[src/rtl/pacman_map_writer.sv]
// pacman_map_writer: erases pacman's old map tile, draws him at the new tile, then pulses done.
// Build macro PACMAN_PACE_EN enforces at least PACE_TICKS cycles between successive moves.
module pacman_map_writer #(
    parameter int         COLS        = 40,
    parameter int         ROWS        = 30,
    parameter int         ADDR_W      = 11,
    parameter logic [3:0] TILE_EMPTY  = 4'd0,
    parameter logic [3:0] TILE_PACMAN = 4'd3,
    parameter int         PACE_TICKS  = 5_000_000
) (
    input  logic              CLOCK_50,
    input  logic              reset,
    input  logic [5:0]        curr_pacman_x,
    input  logic [4:0]        curr_pacman_y,
    input  logic [5:0]        next_pacman_x,
    input  logic [4:0]        next_pacman_y,
    input  logic              ram_busy,
    output logic              wr_en,
    output logic [ADDR_W-1:0] wr_addr,
    output logic [3:0]        wr_data,
    output logic              done,
    output logic              err_oob,
    output logic [15:0]       move_count
);

    typedef enum logic [1:0] {IDLE, ERASE, DRAW, DONE} state_t;

    state_t     state;
    logic [5:0] lat_curr_x;
    logic [4:0] lat_curr_y;
    logic [5:0] lat_next_x;
    logic [4:0] lat_next_y;
    logic       pace_ready;
    logic       move_req;
    logic       start;
    logic       curr_ok;
    logic       next_ok;

    function automatic logic [ADDR_W-1:0] tile_addr(input logic [5:0] x, input logic [4:0] y);
        return ADDR_W'(y) * ADDR_W'(COLS) + ADDR_W'(x);
    endfunction

    function automatic logic in_range(input logic [5:0] x, input logic [4:0] y);
        return (int'(x) < COLS) && (int'(y) < ROWS);
    endfunction

    assign move_req = {next_pacman_x, next_pacman_y} != {curr_pacman_x, curr_pacman_y};

    // While done is high the controller has not yet committed next into curr,
    // so a still-visible mismatch must not restart the sequence.
    assign start = (state == IDLE) && !done && pace_ready && move_req;

    assign curr_ok = in_range(lat_curr_x, lat_curr_y);
    assign next_ok = in_range(lat_next_x, lat_next_y);

    always_ff @(posedge CLOCK_50) begin
        if (start) begin
            lat_curr_x <= curr_pacman_x;
            lat_curr_y <= curr_pacman_y;
            lat_next_x <= next_pacman_x;
            lat_next_y <= next_pacman_y;
        end
    end

    always_ff @(posedge CLOCK_50) begin
        if (reset) begin
            state      <= IDLE;
            wr_en      <= 1'b0;
            wr_addr    <= '0;
            wr_data    <= '0;
            done       <= 1'b0;
            err_oob    <= 1'b0;
            move_count <= '0;
        end else begin
            wr_en   <= 1'b0;
            wr_addr <= '0;
            wr_data <= '0;
            done    <= 1'b0;
            case (state)
                IDLE: begin
                    if (start) state <= ERASE;
                end
                ERASE: begin
                    if (!ram_busy) begin
                        if (curr_ok) begin
                            wr_en   <= 1'b1;
                            wr_addr <= tile_addr(lat_curr_x, lat_curr_y);
                            wr_data <= TILE_EMPTY;
                        end else begin
                            err_oob <= 1'b1;
                        end
                        state <= DRAW;
                    end
                end
                DRAW: begin
                    if (!ram_busy) begin
                        if (next_ok) begin
                            wr_en   <= 1'b1;
                            wr_addr <= tile_addr(lat_next_x, lat_next_y);
                            wr_data <= TILE_PACMAN;
                        end else begin
                            err_oob <= 1'b1;
                        end
                        state <= DONE;
                    end
                end
                DONE: begin
                    done <= 1'b1;
                    if (move_count != 16'hFFFF) move_count <= move_count + 16'd1;
                    state <= IDLE;
                end
                default: state <= IDLE;
            endcase
        end
    end

`ifdef PACMAN_PACE_EN
    logic [31:0] pace_cnt;

    // Reloads on the same edge that raises done, then counts down to zero.
    always_ff @(posedge CLOCK_50) begin
        if (reset) begin
            pace_cnt <= '0;
        end else if (state == DONE) begin
            pace_cnt <= 32'(PACE_TICKS - 1);
        end else if (pace_cnt != 32'd0) begin
            pace_cnt <= pace_cnt - 32'd1;
        end
    end

    assign pace_ready = (pace_cnt == 32'd0);
`else
    assign pace_ready = (PACE_TICKS >= 0);
`endif

endmodule

[config.mk]
export PLATFORM = sky130hd
export DESIGN_NAME = pacman_map_writer
export DESIGN_NICKNAME = d
export VERILOG_FILES = /design/src/rtl/pacman_map_writer.sv
export SDC_FILE = /design/constraint.sdc
export NUM_CORES = 1
export LEC_CHECK = 0
export ABC_AREA = 0
export CORE_ASPECT_RATIO = 1.75
export CORE_MARGIN = 4
export CORE_UTILIZATION = 51
export CTS_CLUSTER_DIAMETER = 60
export CTS_CLUSTER_SIZE = 28
export DETAILED_ROUTE_END_ITERATION = 7
export GPL_TIMING_DRIVEN = 0
export PLACE_DENSITY = 0.88
export SYNTH_ARGS = -nofsm -noshare
export SYNTH_HDL_FRONTEND = slang
export SYNTH_SLANG_ARGS = --single-unit
[constraint.sdc]
create_clock -name CLOCK_50 -period 3.1 [get_ports CLOCK_50]
set_input_delay 0.62 -clock CLOCK_50 [delete_from_list [all_inputs] [get_ports CLOCK_50]]
set_output_delay 0.62 -clock CLOCK_50 [all_outputs]
set_load 0.01 [all_outputs]
# Yosys cells after proc, flatten, opt, wreduce, memory -nomap -nowiden
# Index checks and enable logic that the tools add are counted.
# word_totals
reg_bits	58
latchBits	0
mem_bits_rw	0
mem_bits_ro	0
inputBits	25
mem_count	0
# op_classes
addsub	3
mul	2
n_div	0
magnitude_cmp	4
eq_ne	10
n_shift	0
n_mux	21
bitwise_logic	1
n_reduce_logical	11
# ops
cell	n
$mux 11	4
$add 11x6->11	2
$pmux 11 s2	1
$add 16x1->16 const B	1
$mul 5x3->8 const B	2
$ne 16x16->1 const B	1
$lt 6x6->1 const B	2
$ne 11x11->1	1
$lt 5x5->1 const B	2
$ne 2x2->1 const B	5
$mux 1	9
$mux 2	4
$pmux 2 s4	1
$reduce_and 5->1	1
$eq 2x2->1 const B	2
$logic_and 1x1->1	4
$pmux 1 s2	2
$reduce_and 3->1	1
$reduce_or 3->1	1
$eq 2x1->1 const B	1
$logic_not 2->1	1
$reduce_and 2->1	1
$reduce_bool 2->1	1
$logic_not 1->1	1
$not 1->1	1

# Logic depth before layout (Yosys ltp)
# depth
depth_word	5
depth_mapped	8
ltp_nobuf	8

# Worst setup path after synthesis
# OpenSTA, ideal clock, no wires.
# synth_path
kind	input -> register
start	in next_pacman_y[1]
end	reg lat_curr_x[0], enable pin
t_arrival_ns	2.006
path_slack_ns	0.693
stages	4
path_cell_list	xor2_1 nor4_1 a31o_2 nor2_1
# synth_between
elab_chain_cells	2
# synth_lines
item	line_no	text
from (decl)	16	input logic [4:0] next_pacman_y,
$ne 11x11->1	47	assign move_req = {next_pacman_x, next_pacman_y} != {curr_pacman_x, curr_pacman_y};
$logic_and 1x1->1	51	assign start = (state == IDLE) && !done && pace_ready && move_req;
named net start	35	logic start;
to (signal assigned)	58	lat_curr_x <= curr_pacman_x;
to (decl)	29	logic [5:0] lat_curr_x;
# The timed path passes the listed nets, and every way through them passes these cells.
# A chain may end at the register's enable or synchronous reset.

# Final worst setup path
# layout_path
start	reg lat_curr_y[1]
end	reg wr_addr[9]
# layout_between
elab_chain_cells	5
word_cells_on_any_way	7
# layout_lines
item	line_no	text
from (decl)	30	logic [4:0] lat_curr_y;
from (signal assigned)	59	lat_curr_y <= curr_pacman_y;
$mul 5x3->8 or $lt 5x5->1 (tied branches)	40, 44	
$add 11x6->11 or $logic_and 1x1->1 (tied branches)	40, 44	
$mux 11 *	85	if (curr_ok) begin
$mux 11 *	84	if (!ram_busy) begin
$pmux 11 s2 *	79	case (state)
to (signal assigned)	87	wr_addr <= tile_addr(lat_curr_x, lat_curr_y);
to (signal assigned)	99	wr_addr <= tile_addr(lat_next_x, lat_next_y);
to (decl)	19	output logic [ADDR_W-1:0] wr_addr,
# Mark *: on every way between the ends. The rest lies on a longest branch, timed or not.

==> metrics.txt <==
status complete, no violations; Core ar. around 5400 sq um; Die H 107 um; top-area cell type share of the netlist area 0.230; Crit. End Element register; share of post-route cells with drive strength above 1 0.0689; Critical Setup Path Class register to register; Starting Density 0.534; placer congestion estimate about 0.85; post_cts resized 0; max_slew headroom 0.554; sequential fraction of the synthesis area 0.460; P_leak around 1.4 nW; fraction of registers with async set/reset 0; hold_ws just over 0.5 ns; vias 2260; Final Core Density 0.676; TritonRoute pass-1 iters 5; Worst setup SP type register; Total GRT Usage 0.210; fin crit share 0.768; CP Data Required Time roughly 3.3 ns; Residual DRC 0; Synth area leaders dfxtp_1 (23%), edfxtp_1 (23%), ha_1 (10%), xor2_1 (5.8%), xnor2_1 (5.5%); final worst path period need about 2.4 ns; Yosys reg bits 55; Max VDD drop roughly 0.45 mV; Cell Pwr Density between 700 and 800 nW/um^2; Worst-path clk slew 0.10 ns; Total Power between 0.002 and 0.003 W; yosys warns 0; number of synthesized flops with an enable pin 22; worst-skew pair later-pin latency 0.32 ns; # H-tree levels 2; maximum clock path buffer count 2; setup bufs post-CTS 0; total wire length approximately 6.8 mm; vias per cell around 5.5; Post-Synthesis Cells between 200 and 300; fin nets approximately 390; clk sink count 55; maxcap violations 0; Worst Path Arrival roughly 2.6 ns; Main synth FF type dfxtp_1; CP max FO 4; routed length per placed instance ~17 um; Remaining Overflow, GRT 0; setup TNS 0 ns; antenna violations before repair 0; Ant. Diodes 0; mapped cell area approximately 2900 sq um; I/O pin total 59; CTS tree yes; area leader, netlist dfxtp_1; Area growth, synth to finish 26.6%; pin count of the biggest net entering global routing 23; RSZ-0062 raised after global routing false; Yosys cell types 46; Final Hold Fails 0; vias in the first global route approximately 2500; slew at the pin closest to its max-slew limit ~0.67 ns; CTS root buffer clkbuf_8; worst hold path type register to register; Avg Inst Size Synth roughly 11 sq um; Site Rows 35; Final Setup Violations 0; dpl hpwl between 5 and 6 mm; f_max 0.420 GHz; Hold-fix buffers, CTS 0; ANT nets after route 0; max-slew violation count 0; Port Buffers between 50 and 60; Setup Skew approximately 0.016 ns; Die W between 60 and 70 um; Iter 0 DRT Violations 44; first-pass GRT wire length roughly 11 mm; TritonCTS buffer count 5; die area about 7000 sq um
report_power, final:
group | internal [W] | switching (W)
Sequential | 0.000936 | 0.000107
Combinational | 0.000590 | 0.000708
Clock | 0.000163 | 0.000247
cells in the mapped netlist (2+ instances only):
library cell and count:
a211oi_1 4, a21o_1 6, a21oi_1 11, a22oi_1 8, a32oi_1 2, buf_4 4
clkbuf_1 2, dfxtp_1 33, edfxtp_1 22, fa_1 4, ha_1 23, inv_1 9
mux2i_1 2, nand2_1 10, nand2b_1 2, nand3_1 6, nand4_1 6, nor2_1 33
nor2b_1 5, nor3_1 5, nor4_1 4, o21ai_0 4, o22ai_1 3, or3_1 3
xnor2_1 18, xor2_1 19
routing by layer:
layer	track usage	up-vias	routed length, um
met5	0	-	0
met4	0.112	0	229
met3	0.0418	22	325
met2	0.412	86	3980
met1	0.195	1068	2260
li1	-	1084	-
area by class of cell:
| type | instances | area, sq um |
|---|---|---|
| clock buffers | 5 | 68.8 |
| repair buffers | 57 | 576 |
| fillers | 412 | 1750 |
| plain buffers | 9 | 66.3 |
| clock inverters | 3 | 22.5 |
| multi-input cells | 196 | 1460 |
| flip-flops and latches | 55 | 1320 |
| well taps | 74 | 92.6 |
| inverters | 9 | 33.8 |
critical path, stage by stage (launching register included):
cell and delay (ns):
edfxtp_1 0.49, ha_1 0.34, ha_1 0.23, fa_1 0.42
xor2_1 0.27, nor3b_1 0.29, xnor2_1 0.15, o22ai_1 0.09
placed cells by master (no fill, tap or decap), types with 8 or more instances in the layout:
master and count:
clkdlybuf4s50_1 56, dfxtp_1 33, nor2_1 32, ha_1 23, edfxtp_1 22, xor2_1 19
xnor2_1 18, a21oi_1 11, nand2_1 10, inv_1 9, a22oi_1 8
kinds of logic (layout without fill, tap and decap cells):
group | count (synthesis) | after routing | synth area share
muxes | 2 | 2 | 0.00696
other | 1 | 2 | 0.00130
adders and majority gates | 27 | 27 | 0.128
and+or+nand+nor | 81 | 81 | 0.142
buffers and inverters | 18 | 83 | 0.0348
DFF | 55 | 55 | 0.460
AOI/OAI and AO/OA | 47 | 47 | 0.114
xor gates and xnor gates | 37 | 37 | 0.113
state kept, by name, summed over array words and instances, names as in the netlist:
register and cells:
move_count 16, wr_addr 11, lat_curr_x 6, lat_next_x 6
lat_curr_y 5, lat_next_y 5, state 2, done 1
err_oob 1, wr_data 1, wr_en 1
path summary, 6_finish.rpt:
path | startpoint | endpoint | slack, ns | cells past startpoint
worst min-delay path | lat_curr_x[1] | wr_addr[1] | 0.51 | 2
worst max-delay path | lat_curr_y[1] | wr_addr[9] | 0.72 | 7
worst max register to register | lat_curr_y[1] | wr_addr[9] | 0.72 | 7
worst min register to register | lat_curr_x[1] | wr_addr[1] | 0.51 | 2
stage by stage:
stage          instances  worst slack, ns  instance area [sq um]
6_report             408            0.718                   3640
5_1_grt              408            0.604                   3640
4_1_cts              408            0.714                   3640
3_5_place_dp         400            0.677                   3550
3_3_place_gp         399           -0.279                   3530
2_1_floorplan        269            0.693                   2880
Note: power is estimated with default switching activity, not from simulation.
